===== src/rtl/spi_ram_master_if.sv =====
// Host request/response bus plus SPI pins of the SPI RAM master.
//   req_*      : host request (valid/ready handshake, op, address, write data)
//   rsp_*      : one-cycle completion pulse with read data
//   busy       : transaction in flight
//   SS_n/MOSI  : slave select and serial data towards the SPI slave
//   MISO       : serial data from the SPI slave
// Modport master is the SPI master itself; modport slave is the host/pin side.
interface spi_ram_master_if;
    logic       req_valid;
    logic       req_ready;
    logic       req_op;
    logic [7:0] req_addr;
    logic [7:0] req_wdata;
    logic       rsp_valid;
    logic [7:0] rsp_rdata;
    logic       busy;
    logic       SS_n;
    logic       MOSI;
    logic       MISO;

    modport master (
        input  req_valid, req_op, req_addr, req_wdata, MISO,
        output req_ready, rsp_valid, rsp_rdata, busy, SS_n, MOSI
    );

    modport slave (
        output req_valid, req_op, req_addr, req_wdata, MISO,
        input  req_ready, rsp_valid, rsp_rdata, busy, SS_n, MOSI
    );
endinterface


===== src/rtl/spi_ram_master.sv =====
// Host-side SPI master for the SPI slave + RAM wrapper.
// Turns one host write/read request into address/data frames, captures read-back data
// and caches the slave's latched write/read addresses to skip redundant address frames.
//   clk  : system clock, also the serial bit clock
//   rst  : asynchronous active-high reset
//   bus  : spi_ram_master_if.master (request/response handshake, SS_n, MOSI, MISO)
// Frame: SEL cycle (MOSI=0), then 11 bits {sel, cmd[1:0], d[7:0]} MSB first, optional
// WAIT + 8-cycle CAPT for read-data frames, one END cycle, then GAP_CYC cycles SS_n high.
module spi_ram_master #(
    parameter int unsigned RD_LAT     = 2,    // 1..7
    parameter int unsigned GAP_CYC    = 1,    // >= 1
    parameter bit          ADDR_CACHE = 1'b1
) (
    input  logic             clk,
    input  logic             rst,
    spi_ram_master_if.master bus
);

    localparam int unsigned GapW = (GAP_CYC > 1) ? $clog2(GAP_CYC) : 1;

    typedef enum logic [2:0] {
        StIdle,
        StSel,
        StShift,
        StWait,
        StCapt,
        StEnd,
        StGap
    } state_e;

    state_e            r_state, w_state_nxt;
    logic [3:0]        r_bit_cnt, w_bit_cnt_nxt;
    logic [GapW-1:0]   r_gap_cnt, w_gap_cnt_nxt;

    logic              r_op;
    logic [7:0]        r_addr;
    logic [7:0]        r_wdata;
    logic              r_addr_phase;   // current frame is the address frame
    logic              r_wr_vld, r_rd_vld;
    logic [7:0]        r_wr_addr, r_rd_addr;
    logic [7:0]        r_rdata;
    logic              r_ss_n;
    logic              r_mosi;

    logic              w_req_ready;
    logic              w_accept;
    logic              w_cache_hit;
    logic              w_rd_data_frame;
    logic              w_last_gap;
    logic [10:0]       w_frame;
    logic              w_ss_n_nxt;
    logic              w_mosi_nxt;

    assign w_req_ready     = (r_state == StIdle) && !rst;
    assign w_accept        = bus.req_valid && w_req_ready;
    assign w_rd_data_frame = r_op && !r_addr_phase;
    assign w_last_gap      = (r_state == StGap) && (r_gap_cnt == '0);

    assign w_cache_hit = ADDR_CACHE &&
        (bus.req_op ? (r_rd_vld && (r_rd_addr == bus.req_addr))
                    : (r_wr_vld && (r_wr_addr == bus.req_addr)));

    // sel = op, cmd = {op, data-frame}; read-data frames carry a dummy byte.
    assign w_frame = {r_op, r_op, !r_addr_phase,
                      r_addr_phase ? r_addr : (r_op ? 8'h00 : r_wdata)};

    // State register.
    always_ff @(posedge clk or posedge rst) begin
        if (rst) begin
            r_state   <= StIdle;
            r_bit_cnt <= '0;
            r_gap_cnt <= '0;
        end else begin
            r_state   <= w_state_nxt;
            r_bit_cnt <= w_bit_cnt_nxt;
            r_gap_cnt <= w_gap_cnt_nxt;
        end
    end

    // Next-state logic.
    always_comb begin
        w_state_nxt   = r_state;
        w_bit_cnt_nxt = r_bit_cnt;
        w_gap_cnt_nxt = r_gap_cnt;
        case (r_state)
            StIdle: begin
                if (w_accept) w_state_nxt = StSel;
            end
            StSel: begin
                w_state_nxt   = StShift;
                w_bit_cnt_nxt = 4'd10;
            end
            StShift: begin
                if (r_bit_cnt == 4'd0) begin
                    if (!w_rd_data_frame) begin
                        w_state_nxt = StEnd;
                    end else if (RD_LAT == 1) begin
                        w_state_nxt   = StCapt;
                        w_bit_cnt_nxt = 4'd7;
                    end else begin
                        w_state_nxt   = StWait;
                        w_bit_cnt_nxt = 4'(RD_LAT - 2);
                    end
                end else begin
                    w_bit_cnt_nxt = r_bit_cnt - 4'd1;
                end
            end
            StWait: begin
                if (r_bit_cnt == 4'd0) begin
                    w_state_nxt   = StCapt;
                    w_bit_cnt_nxt = 4'd7;
                end else begin
                    w_bit_cnt_nxt = r_bit_cnt - 4'd1;
                end
            end
            StCapt: begin
                if (r_bit_cnt == 4'd0) w_state_nxt = StEnd;
                else                   w_bit_cnt_nxt = r_bit_cnt - 4'd1;
            end
            StEnd: begin
                w_state_nxt   = StGap;
                w_gap_cnt_nxt = GapW'(GAP_CYC - 1);
            end
            StGap: begin
                if (r_gap_cnt == '0) w_state_nxt = r_addr_phase ? StSel : StIdle;
                else                 w_gap_cnt_nxt = r_gap_cnt - GapW'(1);
            end
            default: w_state_nxt = StIdle;
        endcase
    end

    // Output logic; SS_n/MOSI are computed for the next state and then registered.
    always_comb begin
        w_ss_n_nxt = (w_state_nxt == StIdle) || (w_state_nxt == StGap);
        w_mosi_nxt = 1'b0;
        if (w_state_nxt == StShift) w_mosi_nxt = w_frame[w_bit_cnt_nxt];
    end

    assign bus.req_ready = w_req_ready;
    assign bus.busy      = (r_state != StIdle);
    assign bus.rsp_valid = w_last_gap && !r_addr_phase;
    assign bus.rsp_rdata = r_rdata;
    assign bus.SS_n      = r_ss_n;
    assign bus.MOSI      = r_mosi;

    // Request latch, address caches, read capture and registered pins.
    always_ff @(posedge clk or posedge rst) begin
        if (rst) begin
            r_op         <= 1'b0;
            r_addr       <= '0;
            r_wdata      <= '0;
            r_addr_phase <= 1'b0;
            r_wr_vld     <= 1'b0;
            r_rd_vld     <= 1'b0;
            r_wr_addr    <= '0;
            r_rd_addr    <= '0;
            r_rdata      <= '0;
            r_ss_n       <= 1'b1;
            r_mosi       <= 1'b0;
        end else begin
            r_ss_n <= w_ss_n_nxt;
            r_mosi <= w_mosi_nxt;
            if (w_accept) begin
                r_op         <= bus.req_op;
                r_addr       <= bus.req_addr;
                r_wdata      <= bus.req_wdata;
                r_addr_phase <= !w_cache_hit;
                if (!bus.req_op) r_rdata <= '0;
            end
            if (r_state == StCapt) r_rdata <= {r_rdata[6:0], bus.MISO};
            // The slave has latched the address once the address frame ends.
            if ((r_state == StEnd) && r_addr_phase) begin
                if (r_op) begin
                    r_rd_vld  <= 1'b1;
                    r_rd_addr <= r_addr;
                end else begin
                    r_wr_vld  <= 1'b1;
                    r_wr_addr <= r_addr;
                end
            end
            if (w_last_gap) r_addr_phase <= 1'b0;
        end
    end

endmodule


===== src/flat_wrapper.sv =====
// flat-port wrapper written by rule: the top's interface ports become plain ports
module spi_ram_master_flat 
#(
    parameter int unsigned RD_LAT     = 2,           
    parameter int unsigned GAP_CYC    = 1,           
    parameter bit          ADDR_CACHE = 1'b1
)
  (clk, rst, bus_req_valid, bus_req_op, bus_req_addr, bus_req_wdata, bus_MISO, bus_req_ready, bus_rsp_valid, bus_rsp_rdata, bus_busy, bus_SS_n, bus_MOSI);
  spi_ram_master_if bus_i ();
  input  logic clk;
  input  logic rst;
  input wire logic [$bits(bus_i.req_valid)-1:0] bus_req_valid;
  input wire logic [$bits(bus_i.req_op)-1:0] bus_req_op;
  input wire logic [$bits(bus_i.req_addr)-1:0] bus_req_addr;
  input wire logic [$bits(bus_i.req_wdata)-1:0] bus_req_wdata;
  input wire logic [$bits(bus_i.MISO)-1:0] bus_MISO;
  output wire logic [$bits(bus_i.req_ready)-1:0] bus_req_ready;
  output wire logic [$bits(bus_i.rsp_valid)-1:0] bus_rsp_valid;
  output wire logic [$bits(bus_i.rsp_rdata)-1:0] bus_rsp_rdata;
  output wire logic [$bits(bus_i.busy)-1:0] bus_busy;
  output wire logic [$bits(bus_i.SS_n)-1:0] bus_SS_n;
  output wire logic [$bits(bus_i.MOSI)-1:0] bus_MOSI;
  assign bus_i.req_valid = bus_req_valid;
  assign bus_i.req_op = bus_req_op;
  assign bus_i.req_addr = bus_req_addr;
  assign bus_i.req_wdata = bus_req_wdata;
  assign bus_i.MISO = bus_MISO;
  assign bus_req_ready = bus_i.req_ready;
  assign bus_rsp_valid = bus_i.rsp_valid;
  assign bus_rsp_rdata = bus_i.rsp_rdata;
  assign bus_busy = bus_i.busy;
  assign bus_SS_n = bus_i.SS_n;
  assign bus_MOSI = bus_i.MOSI;
  spi_ram_master #(.RD_LAT(RD_LAT), .GAP_CYC(GAP_CYC), .ADDR_CACHE(ADDR_CACHE)) u_core (.clk(clk), .rst(rst), .bus(bus_i));
endmodule

===== config.mk =====
export PLATFORM = sky130hd
export DESIGN_NAME = spi_ram_master_flat
export DESIGN_NICKNAME = d
export VERILOG_FILES = /design/src/rtl/spi_ram_master_if.sv /design/src/rtl/spi_ram_master.sv /design/src/flat_wrapper.sv
export SDC_FILE = /design/constraint.sdc
export NUM_CORES = 1
export LEC_CHECK = 0
export BUFFER_PORTS_ARGS = -buffer_cell sky130_fd_sc_hd__clkbuf_2
export CORE_UTILIZATION = 50
export CTS_BUF_LIST = sky130_fd_sc_hd__clkbuf_4 sky130_fd_sc_hd__clkbuf_8
export DETAILED_ROUTE_END_ITERATION = 10
export GPL_TIMING_DRIVEN = 0
export PLACE_DENSITY = 0.7
export SYNTH_ARGS = -nofsm -noshare
export SYNTH_HDL_FRONTEND = slang
export SYNTH_SLANG_ARGS = --single-unit

===== constraint.sdc =====
create_clock -name clk -period 2.8 [get_ports clk]
set_clock_uncertainty 0.1 [all_clocks]
set_input_delay 0.28 -clock clk [delete_from_list [all_inputs] [get_ports clk]]
set_output_delay 0.28 -clock clk [all_outputs]
set_load 0.01 [all_outputs]

; ---- Word-level counts from Yosys, hierarchy flattened
; Index checks and enable logic that the tools add are counted.
[op_classes]
reduce_logical = 22
muxes = 26
order_cmp = 1
eq_ne = 11
addsub = 2
bitwise = 2
[op_table]
columns = cell, n
row1 = $mux 8, 5
row2 = $pmux 3 s7, 1
row3 = $mux 3, 6
row4 = $eq 8x8->1, 2
row5 = $mux 4, 4
row6 = $pmux 4 s4, 1
row7 = $eq 3x3->1 const B, 4
row8 = $eq 3x2->1 const B, 3
row9 = $logic_and 1x1->1, 8
row10 = $mux 1, 7
row11 = $logic_not 3->1, 2
row12 = $reduce_and 2->1, 3
row13 = $reduce_bool 2->1, 3
row14 = $lt 4x5->1 const B, 1
row15 = $bmux 1 s4, 1
row16 = $logic_not 4->1, 1
row17 = $sub 4x1->4 const B, 1
row18 = $eq 3x1->1 const B, 1
row19 = $logic_not 1->1, 3
row20 = $reduce_bool 3->1, 1
row21 = $ne 2x1->1 const B, 1
row22 = $not 1->1, 2
row23 = $pmux 1 s2, 1
row24 = $logic_or 1x1->1, 1
row25 = $sub 1x1->1 const B, 1
[totals]
regBits = 54
word_cells = 78
inputBits = 21
output_inout_bits = 13

; ---- Depth between registers and ports, before layout
; Gate-level depths: netlist (run 1).
[depth]
ltp_word = 8
mapped_depth = 12
ltp_nobuf = 12

; ---- Least setup slack after synthesis (run 1)
; No wires, ideal clock.
[synth_timing]
path_type = reg-to-reg
startpoint = register u_core.r_bit_cnt[0]
endpoint = register u_core.r_mosi (netlist: u_core.bus.MOSI)
setup_slack_ps = -159
stages_incl_launch_ff = 13
synth_period_minus_slack_ps = 2959
arrival_time_ps = 2724
path_cell_list = dfrtp_1 -> inv_1 -> ha_1 -> nor3b_4 -> inv_1 -> ha_1 -> and3b_1 -> a311oi_2 -> o22ai_4 -> mux4_1 -> mux2_2 -> a211oi_2 -> nor4_1
[synth_via]
elab_chain_len = 6
word_cells_on_any_way = 15
classes_between = 1 x add/sub / 1 x eq/ne / 12 x mux / 1 x reduce/logical
[synth_lines]
columns = element, line_no
row1 = start: declaration, spi_ram_master.sv:32  ; logic [3:0] r_bit_cnt, w_bit_cnt_nxt;
row2 = start signal: assignment, spi_ram_master.sv:75  ; r_bit_cnt <= w_bit_cnt_nxt;
row3 = "$sub 4x1->4, or another cell as far along", "spi_ram_master.sv:105, spi_ram_master.sv:113, spi_ram_master.sv:118"
row4 = "$mux 4, on equally long branches", "spi_ram_master.sv:117, spi_ram_master.sv:94, spi_ram_master.sv:109"
row5 = $pmux 4 s4 (*), spi_ram_master.sv:85  ; case (r_state)
row6 = via u_core.w_bit_cnt_nxt[0], spi_ram_master.sv:32
row7 = $bmux 1 s4 (*), spi_ram_master.sv:136  ; if (w_state_nxt == StShift) w_mosi_nxt = w_frame[w_bit_cnt_nxt];
row8 = $mux 1 (not written as such) (*), spi_ram_master.sv:136
row9 = $mux 1 (*), spi_ram_master.sv:136
row10 = via u_core.w_mosi_nxt, spi_ram_master.sv:52  ; logic w_mosi_nxt;
row11 = end signal: assignment, spi_ram_master.sv:162  ; r_mosi <= w_mosi_nxt;
row12 = end: declaration, spi_ram_master.sv:43  ; logic r_mosi;
; The timed path passes the listed nets; every way through them passes the cells marked *. The select of a mux whose other input is x is not followed.
; A chain may end at the register's enable or synchronous reset.

; ---- Worst setup path in the final report (run 1)
; Ends and elaborated chain as after synthesis.

==> reports/summary.txt, run 1 <==
Synth area leaders -> dfrtp_1, mux2_2, xor2_1, a22o_1, mux4_1
Crit path max-delay family -> multiplexers
DR WL/cell -> 15.6 µm
CTS tree -> done
die width -> 74.6 µm
Worst-Margin Slew -> 0.960 ns
grt ovf -> 0
clk slew on worst S/H paths -> 0.09 ns
Setup WS pre-CTS -> -0.304 ns
#FFs+latches synth -> 53
Post-synth top cells -> dfrtp_1, mux2_2, xor2_1
reg2reg end -> u_core.bus.MOSI
CP Capture Type -> flop
Mapped Area -> 0.00263 mm²
Lkg Pwr -> 1.46 nW
final cycle utilization of the critical path -> 97.9%
final hold violation count -> 0
gpl congestion -> 0.786
CP Depth -> 12
I/O pin cnt -> 34
fraction of layout cells with a size suffix above 1 -> 41.3%
Yosys top cell by area -> dfrtp_1
met3 wire len -> 99 µm
Crit. Startpoint -> u_core.r_bit_cnt[0]
post-route ant nets -> 0
WP data required -> 2.89 ns
Max Slew Vio Count -> 0
Max VDD drop -> 437 µV
first-pass GRT wire length -> 8.37 mm
Netlist cell types -> 47
YS warnings -> 0
maximum root-to-sink buffer count -> 2
Met2 Wirelength -> 2.54 mm
largest net degree at the start of global routing -> 29
crit path time final -> 2.74 ns
Gate Count Post-Synth -> 209
Post-synth EDFFs -> 0
Worst path max stage delay -> 0.43 ns
Final Power -> 3.54 mW
Antenna diodes -> 0
Setup CP Type -> reg -> reg
synthesized area per cell -> 12.6 µm²
Starting Density -> 51.9%
CTS sink cnt -> 53
most common cell in the netlist -> dfrtp_1
H-tree depth -> 2
Core Footprint -> 0.00507 mm²
clk_lat worst skew -> 0.31 ns
highest metal used -> met4
share of the synthesized area in the top cell type -> 49.4%
DRT iter0 DRCs -> 83
max-cap violations -> 0
Finished Cell Area -> 0.00311 mm²
Critical Path End -> u_core.bus.MOSI
Syn Nets -> 232
status -> complete, no violations
Worst Hold Class -> in -> reg
total track usage -> 20.6%
Area growth syn-to-layout -> 18.2%
Post-synth ARST share -> 100%
Arrival @ worst endpoint -> 2.83 ns
vias in the first global route -> 1714
count of input and output buffers -> 33
drt pass-1 iters -> 4
final setup fails -> 0
Row Count -> 26
DR DRC count -> 0
RSZ-0062 raised after global routing -> yes
root buf cell -> clkbuf_8
Synth Flop Type -> dfrtp_1
Num CTS Buffers -> 5
via/cell ratio -> 5.38
Die Height -> 74.6 µm
headroom to the max-slew limit -> 35.5%
Worst Path Max Fanout -> 7
Vias -> 1770
WP buf/inv -> 2
DP HPWL -> 3.71 mm
Area after DPL -> 0.00293 mm²
R2R cell count -> 12
crit path max-delay cell type -> dfrtp_2
Post-Route WL -> 5.15 mm
setup ws final -> 0.0598 ns
Seq/Total Area, Yosys -> 50.4%
Worst Setup Start Kind -> flop
pwr dens -> 1140 mW/mm²
reg2reg setup slack -> 0.06 ns
wl on met1 -> 2.44 mm
FF-to-FF Start -> u_core.r_bit_cnt[0]
FMAX -> 365 MHz
Nets -> 281
CP cell instances -> inv_2, ha_4, nor3b_4, inv_2, ha_4, and3b_1, a311oi_2, o22ai_4, mux4_2, mux2_4, a211oi_2, nor4_1
DIE AREA -> 0.00556 mm²
number of antenna violations at the first check in global routing -> 0
power by group:
group	switching [mW]	internal, mW	total [mW]
Clock	0.241	0.224	0.465
Combinational	0.866	0.914	1.78
Sequential	0.224	1.07	1.29
Total	1.33	2.21	3.54
sequential cells by signal, summed over array words and instances (netlist names):
name,flops
u_core.r_rd_vld,1
u_core.r_wr_addr,8
u_core.r_wr_vld,1
u_core.r_op,1
u_core.r_addr_phase,1
u_core.r_state,3
u_core.r_addr,8
u_core.r_rd_addr,8
u_core.r_bit_cnt,4
u_core.r_wdata,8
u_core.bus.MOSI,1
u_core.bus.SS_n,1
u_core.bus.rsp_rdata,8
stage by stage:
step / TNS (ns) / utilization, % / hold slack [ns] / instances
after detailed placement: -0.304 / 57.7 / 0.264 / 313
final: 0 / 61.3 / 0.0972 / 329
after global routing: -0.0473 / 61.3 / 0.0896 / 329
after floorplan: 0 / - / 0.320 / 209
after CTS: 0 / 60.8 / 0.0902 / 328
after global placement: -0.288 / 57.3 / 0.352 / 312
routing by layer:
metal / vias to the layer above / track usage (%)
met5: - / 0
met4: 0 / 6.29
met1: 883 / 27.4
li1: 865 / -
met2: 14 / 34.0
met3: 8 / 4.20
what timing repair did:
| item | 4_1_cts | 5_1_grt |
|---|---|---|
| pin swaps | 4 | 2 |
| setup endpoints to repair | 1 | 1 |
| hold endpoints to repair | 24 | 0 |
| hold buffers | 1 | 0 |
| gates resized for setup | 4 | 2 |
| setup buffers | 6 | 1 |
worst min path at each step:
| stage | from | to | slack, ns | cells past startpoint |
|---|---|---|---|---|
| after global placement | u_core.r_wr_vld | u_core.r_wr_vld | 0.35 | 1 |
| after global routing | bus_req_wdata[2] | u_core.r_wdata[2] | 0.09 | 2 |
| after floorplan | bus_MISO | u_core.bus.rsp_rdata[0] | 0.32 | 1 |
| after detailed placement | rst | u_core.r_state[0] | 0.26 | 2 |
| final | bus_req_wdata[1] | u_core.r_wdata[1] | 0.1 | 2 |
| after CTS | bus_req_wdata[1] | u_core.r_wdata[1] | 0.09 | 2 |
cell families (layout without fill, tap and decap cells):
kind of cell | Yosys count | in the layout | share of synthesized area [%]
XOR/XNOR | 17 | 17 | 5.66
multiplexers | 41 | 41 | 19.4
AND/OR/NAND/NOR | 45 | 45 | 9.84
flip-flops | 53 | 53 | 50.4
buffers and inverters | 15 | 65 | 2.47
adder cells (fa/ha/maj) | 2 | 2 | 0.950
AO/OA/AOI/OAI | 36 | 36 | 11.2
cells in the final DEF (no fill, tap or decap), types with 2 or more instances in the layout:
cell type	instances
mux2_2	34
nand2_1	7
nor3b_1	3
xor2_1	15
clkbuf_8	7
nor4_1	5
dfrtp_1	51
nand2b_1	3
a22o_1	8
o211ai_1	3
nor3_1	3
nor2b_1	3
clkbuf_2	33
a311oi_2	2
nor2_1	10
nand4_1	2
o21ai_0	5
mux4_2	3
a21oi_1	5
inv_1	4
buf_4	7
clkbuf_1	5
xnor2_1	2
nand3_1	2
inv_2	4
a31oi_1	2
ha_4	2
mux2i_1	2
layout make-up:
class / count / area [µm²]
clock inverters: 1 / 5.00
well taps: 70 / 87.6
inverters: 8 / 30.0
plain buffers: 7 / 35.0
repair buffers: 42 / 248
flip-flops and latches: 53 / 1330
clock buffers: 7 / 96.3
fillers: 442 / 1960
multi-input cells: 141 / 1280
No activity file was read; power rests on OpenSTA's default activity.
==> inputs of run 2 (changes only) <==
Settings changed: CORE_ASPECT_RATIO from default to 0.6.
==> run 2 against run 1 <==
Against the previous run:
- the flow now finishes with violations (setup timing)
- sequential power barely moved
- die area is 0.17% higher
- clock power down 4%
- global-route usage rose by 2.1 points
- largest power group unchanged
==> reports/summary.txt, run 2 (synthesis results as in run 1) <==
Row Count -> 20 (-23%)
DR DRC count -> 0 (unchanged)
Max Slew Vio Count -> 0 (unchanged)
wl on met1 -> 2.96 mm (+21%)
Die Height -> 58.2 µm (-22%)
vias in the first global route -> 1803 (+5.2%)
root buf cell -> clkbuf_8
post-route ant nets -> 0 (unchanged)
Num CTS Buffers -> 5 (unchanged)
die width -> 95.7 µm (+28%)
DP HPWL -> 3.91 mm (+5.4%)
headroom to the max-slew limit -> 36.8% (+1.3 points)
I/O pin cnt -> 34 (unchanged)
clk slew on worst S/H paths -> 0.09 ns (about the same)
gpl congestion -> 0.786 (about the same)
number of antenna violations at the first check in global routing -> 0 (unchanged)
DIE AREA -> 0.00557 mm² (+0.17%)
register area -> 0.00133 mm² (unchanged)
crit path time final -> 2.93 ns (+0.186 ns)
RSZ-0062 raised after global routing -> yes
Starting Density -> 52.1% (+0.21 points)
Met2 Wirelength -> 2.31 mm (-9.3%)
grt ovf -> 0 (unchanged)
DRT iter0 DRCs -> 118 (+42%)
Max VDD drop -> 440 µV (+0.54%)
Finished Cell Area -> 0.00314 mm² (+0.93%)
largest net degree at the start of global routing -> 33 (+14%)
commonest non-fill, non-tap cells in the layout -> dfrtp_1, mux2_2, clkbuf_2
WP data required -> 2.89 ns (about the same)
drt pass-1 iters -> 5 (+1)
Core Footprint -> 0.00505 mm² (-0.39%)
highest metal used -> met4
Vias -> 1866 (+5.4%)
clk_lat worst skew -> 0.31 ns (about the same)
first-pass GRT wire length -> 9.23 mm (+10%)
Post-Route WL -> 5.66 mm (+9.9%)
CP Capture Type -> flop
maximum root-to-sink buffer count -> 2 (unchanged)
Worst Setup Start Kind -> flop
Area growth syn-to-layout -> 19.2%
commonest non-fill, non-tap cell in the layout -> dfrtp_1
pwr dens -> 1180 mW/mm² (+3.7%)
Worst Hold Class -> in -> reg
DR WL/cell -> 17.2 µm (+9.9%)
CTS tree -> done
status -> finished, violations left
Worst Path Max Fanout -> 6 (-1)
filler cell count -> 428 (-3.2%)
fraction of layout cells with a size suffix above 1 -> 42.6% (+1.3 points)
footprint of the multi-input gates -> 0.00129 mm² (+1.1%)
CTS sink cnt -> 53 (unchanged)
via/cell ratio -> 5.67 (+5.4%)
Lkg Pwr -> 1.47 nW (+0.89%)
final setup fails -> 1 (+1)
max-cap violations -> 0 (unchanged)
Arrival @ worst endpoint -> 3.02 ns (+0.19 ns)
Worst-Margin Slew -> 0.940 ns (-0.0201 ns)
Area after DPL -> 0.00292 mm² (-0.17%)
violated checks -> setup timing
Nets -> 285 (+1.4%)
Antenna diodes -> 0 (unchanged)
count of input and output buffers -> 33 (unchanged)
H-tree depth -> 2 (unchanged)
final hold violation count -> 0 (unchanged)
total track usage -> 22.7% (+2.1 points)
setup ws final -> -0.126 ns (-0.186 ns)
fin util -> 62.1% (+0.81 points)
final cycle utilization of the critical path -> 104% (+6.6 points)
FMAX -> 342 MHz (-6.3%)
met3 wire len -> 333 µm (+240%)
Setup CP Type -> reg -> reg
run 2: path summary, 6_finish.rpt:
check	cells after the start	slack [ns]	endpoint	start
max	12	-0.13	u_core.bus.MOSI	u_core.r_bit_cnt[0]
min	2	0.09	u_core.bus.rsp_rdata[0]	bus_MISO
max reg2reg	12	-0.13	u_core.bus.MOSI	u_core.r_bit_cnt[0]
min reg2reg	1	0.38	u_core.r_rd_vld	u_core.r_rd_vld
max in group asynchronous	4	1.57	u_core.bus.SS_n	rst
min in group asynchronous	3	0.45	u_core.bus.rsp_rdata[7]	rst
run 2: worst max-delay path, stage by stage (launching register included):
cell,delay (ns)
dfrtp_2,0.42
inv_2,0.07
ha_4,0.13
nor3b_4,0.26
inv_2,0.10
ha_4,0.17
and3b_1,0.22
a311oi_2,0.06
o22ai_4,0.25
mux4_2,0.38
mux2_4,0.30
a211oi_4,0.26
nor4_2,0.09
run 2: area by class of cell:
type,count,area share (%)
multi-input cells,141,41.2
plain buffers,7,1.12
well taps,66,2.63
flip-flops and latches,53,42.3
clock buffers,7,2.67
clock inverters,1,0.239
repair buffers,46,8.85
inverters,8,0.957
run 2: layer usage:
metal / vias up / global-route usage (%)
li1: 875 / -
met1: 930 / 36.7
met2: 54 / 30.7
met3: 7 / 4.86
met4: 0 / 5.12
met5: - / 0
run 2: stage by stage:
| stage | std cells | TNS [ns] | hold slack [ns] | total power [mW] | setup WS (ns) |
|---|---|---|---|---|---|
| 5_1_grt | 329 | -0.206 | 0.0868 | 3.94 | -0.206 |
| 6_report | 329 | -0.126 | 0.0895 | 3.70 | -0.126 |
| 3_5_place_dp | 309 | -0.398 | 0.218 | 2.93 | -0.398 |
| 3_3_place_gp | 308 | -0.368 | 0.352 | 2.88 | -0.368 |
| 4_1_cts | 325 | -0.111 | 0.0831 | 3.50 | -0.111 |
| 2_1_floorplan | 209 | 0 | 0.320 | 2.53 | 0.00532 |
run 2: power breakdown:
part	switching, mW	internal [mW]	total (mW)
clock network	0.249	0.197	0.446
registers	0.235	1.07	1.30
logic	0.977	0.976	1.95
run 2: repair_timing:
item / CTS / global route
gates cloned: 0 / 0
pin swaps: 5 / 4
hold buffers: 1 / 0
setup endpoints to repair: 1 / 1
endpoints found under the hold margin: 21 / 0
gates resized for setup: 4 / 4
setup buffers: 7 / 4
==> inputs of run 3 (changes only) <==
--- a/config.mk
+++ b/config.mk
@@ -13,4 +13,5 @@
 export GPL_TIMING_DRIVEN = 0
 export PLACE_DENSITY = 0.7
+export SKIP_LAST_GASP = 1
 export SYNTH_ARGS = -nofsm -noshare
 export SYNTH_HDL_FRONTEND = slang
==> constraint.sdc (replaced) <==
create_clock -name clk -period 2.8 [get_ports clk]
set_clock_uncertainty 0.1 [all_clocks]
set_input_delay 0.42 -clock clk [delete_from_list [all_inputs] [get_ports clk]]
set_output_delay 0.42 -clock clk [all_outputs]
set_load 0.01 [all_outputs]
==> run 3 against run 2 <==
Against the previous run:
- the flow still finishes with violations (setup timing)
- utilization is 0.20 points lower
- sequential cell count stayed put
- first-iteration DRC count is 26% higher
- sequential power hardly changed
- via count is 1.6% lower
- non-clock buffer count is 1 lower
- routed wire length is 0.21% higher
- clock power hardly changed
- critical path type unchanged
- worst setup slack worse by 0.011 ns
- cell area is 0.32% lower
- worst hold slack worse by 0.082 ns
- register-to-register slack hardly changed
==> reports/summary.txt, run 3 (synthesis results as in run 1) <==
commonest non-fill, non-tap cells in the layout -> dfrtp_1, mux2_2, clkbuf_2
post-route ant nets -> 0 (unchanged)
CP cell instances -> inv_2, ha_4, nor3b_4, inv_2, ha_4, and3b_1, a311oi_2, o22ai_4, mux4_2, mux2_4, a211oi_4, nor4_2
hold_buf cts -> 0 (-1)
first-pass GRT wire length -> 9.18 mm (-0.52%)
Setup CP Type -> reg -> reg
Worst Setup Start Kind -> flop
worst hold margin -> 0.00734 ns (-0.0822 ns)
Row Count -> 20 (unchanged)
DRT iter0 DRCs -> 149 (+26%)
max-cap violations -> 0 (unchanged)
CTS sink cnt -> 53 (unchanged)
count of input and output buffers -> 33 (unchanged)
Area growth syn-to-layout -> 18.9%
via/cell ratio -> 5.60 (-1.3%)
Max VDD drop -> 440 µV (about the same)
vias in the first global route -> 1794 (-0.50%)
FMAX -> 340 MHz (-0.39%)
number of antenna violations at the first check in global routing -> 0 (unchanged)
Worst path max stage delay -> 0.42 ns (about the same)
Starting Density -> 52.1% (unchanged)
clk_lat worst skew -> 0.31 ns (about the same)
Switching Fraction -> 39.5% (about the same)
violated checks -> setup timing
RSZ-0062 raised after global routing -> yes
sequential share of power -> 35.2% (about the same)
Nets -> 284 (-0.35%)
Sw Pwr -> 1.46 mW (about the same)
fraction of layout cells with a size suffix above 1 -> 42.7% (+0.16 points)
final setup fails -> 1 (unchanged)
Clock Power Share -> 12.1% (about the same)
Num CTS Buffers -> 5 (unchanged)
Setup WS pre-CTS -> -0.398 ns (unchanged)
Area after DPL -> 0.00292 mm² (unchanged)
DR WL/cell -> 17.3 µm (+0.52%)
clk slew on worst S/H paths -> 0.09 ns (about the same)
DP HPWL -> 3.91 mm (unchanged)
drt pass-1 iters -> 4 (-1)
Arrival @ worst endpoint -> 3.03 ns (about the same)
Vias -> 1837 (-1.6%)
Worst Path Max Fanout -> 6 (unchanged)
internal power -> 2.24 mW (about the same)
pwr dens -> 1180 mW/mm² (+0.31%)
root buf cell -> clkbuf_8
final cycle utilization of the critical path -> 105% (+0.40 points)
Worst-Margin Slew -> 0.936 ns (-0.00435 ns)
DR DRC count -> 0 (unchanged)
maximum root-to-sink buffer count -> 2 (unchanged)
Finished Cell Area -> 0.00313 mm² (-0.32%)
CP Capture Type -> flop
Worst Hold Class -> in -> async
Core Footprint -> 0.00505 mm² (unchanged)
crit path max-delay cell type -> dfrtp_2
Die Height -> 58.2 µm (unchanged)
commonest non-fill, non-tap cell in the layout -> dfrtp_1
I/O pin cnt -> 34 (unchanged)
headroom to the max-slew limit -> 37.1% (+0.29 points)
total track usage -> 22.6% (-0.11 points)
final hold violation count -> 0 (unchanged)
Crit path max-delay family -> multiplexers
DIE AREA -> 0.00557 mm² (unchanged)
CTS tree -> done
largest net degree at the start of global routing -> 33 (unchanged)
WP buf/inv -> 2 (unchanged)
setup ws final -> -0.137 ns (-0.0113 ns)
H-tree depth -> 2 (unchanged)
Max Slew Vio Count -> 0 (unchanged)
gpl congestion -> 0.786 (unchanged)
Post-Route WL -> 5.67 mm (+0.21%)
crit path time final -> 2.94 ns (+0.0113 ns)
grt ovf -> 0 (unchanged)
Antenna diodes -> 0 (unchanged)
WP data required -> 2.89 ns (about the same)
Lkg Pwr -> 1.47 nW (-0.28%)
status -> finished, violations left
die width -> 95.7 µm (unchanged)
combinational share of power -> 52.7% (about the same)
==> run 3: worst paths after layout <==
| kind | slack, ns | startpoint | to | depth (start not counted) |
|---|---|---|---|---|
| min in group clk | 0.23 | bus_MISO | u_core.bus.rsp_rdata[0] | 2 |
| setup reg to reg | -0.14 | u_core.r_bit_cnt[0] | u_core.bus.MOSI | 12 |
| max in group asynchronous | 2.01 | rst | u_core.bus.SS_n | 3 |
| setup / recovery | -0.14 | u_core.r_bit_cnt[0] | u_core.bus.MOSI | 12 |
| hold / removal | 0.007 | rst | u_core.bus.rsp_rdata[7] | 2 |
| hold reg to reg | 0.38 | u_core.r_rd_vld | u_core.r_rd_vld | 1 |
==> run 3: routing by layer <==
layer,global-route usage (%),part of all wire (%)
met4,5.12,0.72
met2,30.4,41
met3,4.86,5.9
met5,0,0
met1,36.7,52
==> run 3: through the flow <==
stage / instances / setup TNS (ns) / utilization, % / total power [mW]
finish: 328 / -0.137 / 61.9 / 3.70
global route: 328 / -0.206 / 61.9 / 3.94
CTS: 324 / -0.111 / 60.9 / 3.50
detailed placement: 309 / -0.398 / 57.8 / 2.93
global placement: 308 / -0.368 / 57.4 / 2.88
floorplan: 209 / 0 / - / 2.53
==> run 3: cell type report <==
type	count	area, µm²
well taps	66	82.6
repair buffers	45	268
flip-flops and latches	53	1330
clock buffers	7	83.8
multi-input cells	141	1290
fillers	429	1930
plain buffers	7	35.0
clock inverters	1	7.51
inverters	8	30.0
==> run 3: power by group through the flow <==
stage                     clock (mW)  sequential [mW]  combinational [mW]
after global routing           0.478             1.34                2.11
final                          0.447             1.30                1.95
after floorplan                    0             1.27                1.26
after detailed placement           0             1.32                1.60
after global placement             0             1.31                1.56
after CTS                      0.454             1.30                1.75
==> run 3: what timing repair did <==
action	4_1_cts	5_1_grt
setup buffers	7	4
resized for setup	4	4
pin swaps	5	4
endpoints found under the setup margin	1	1
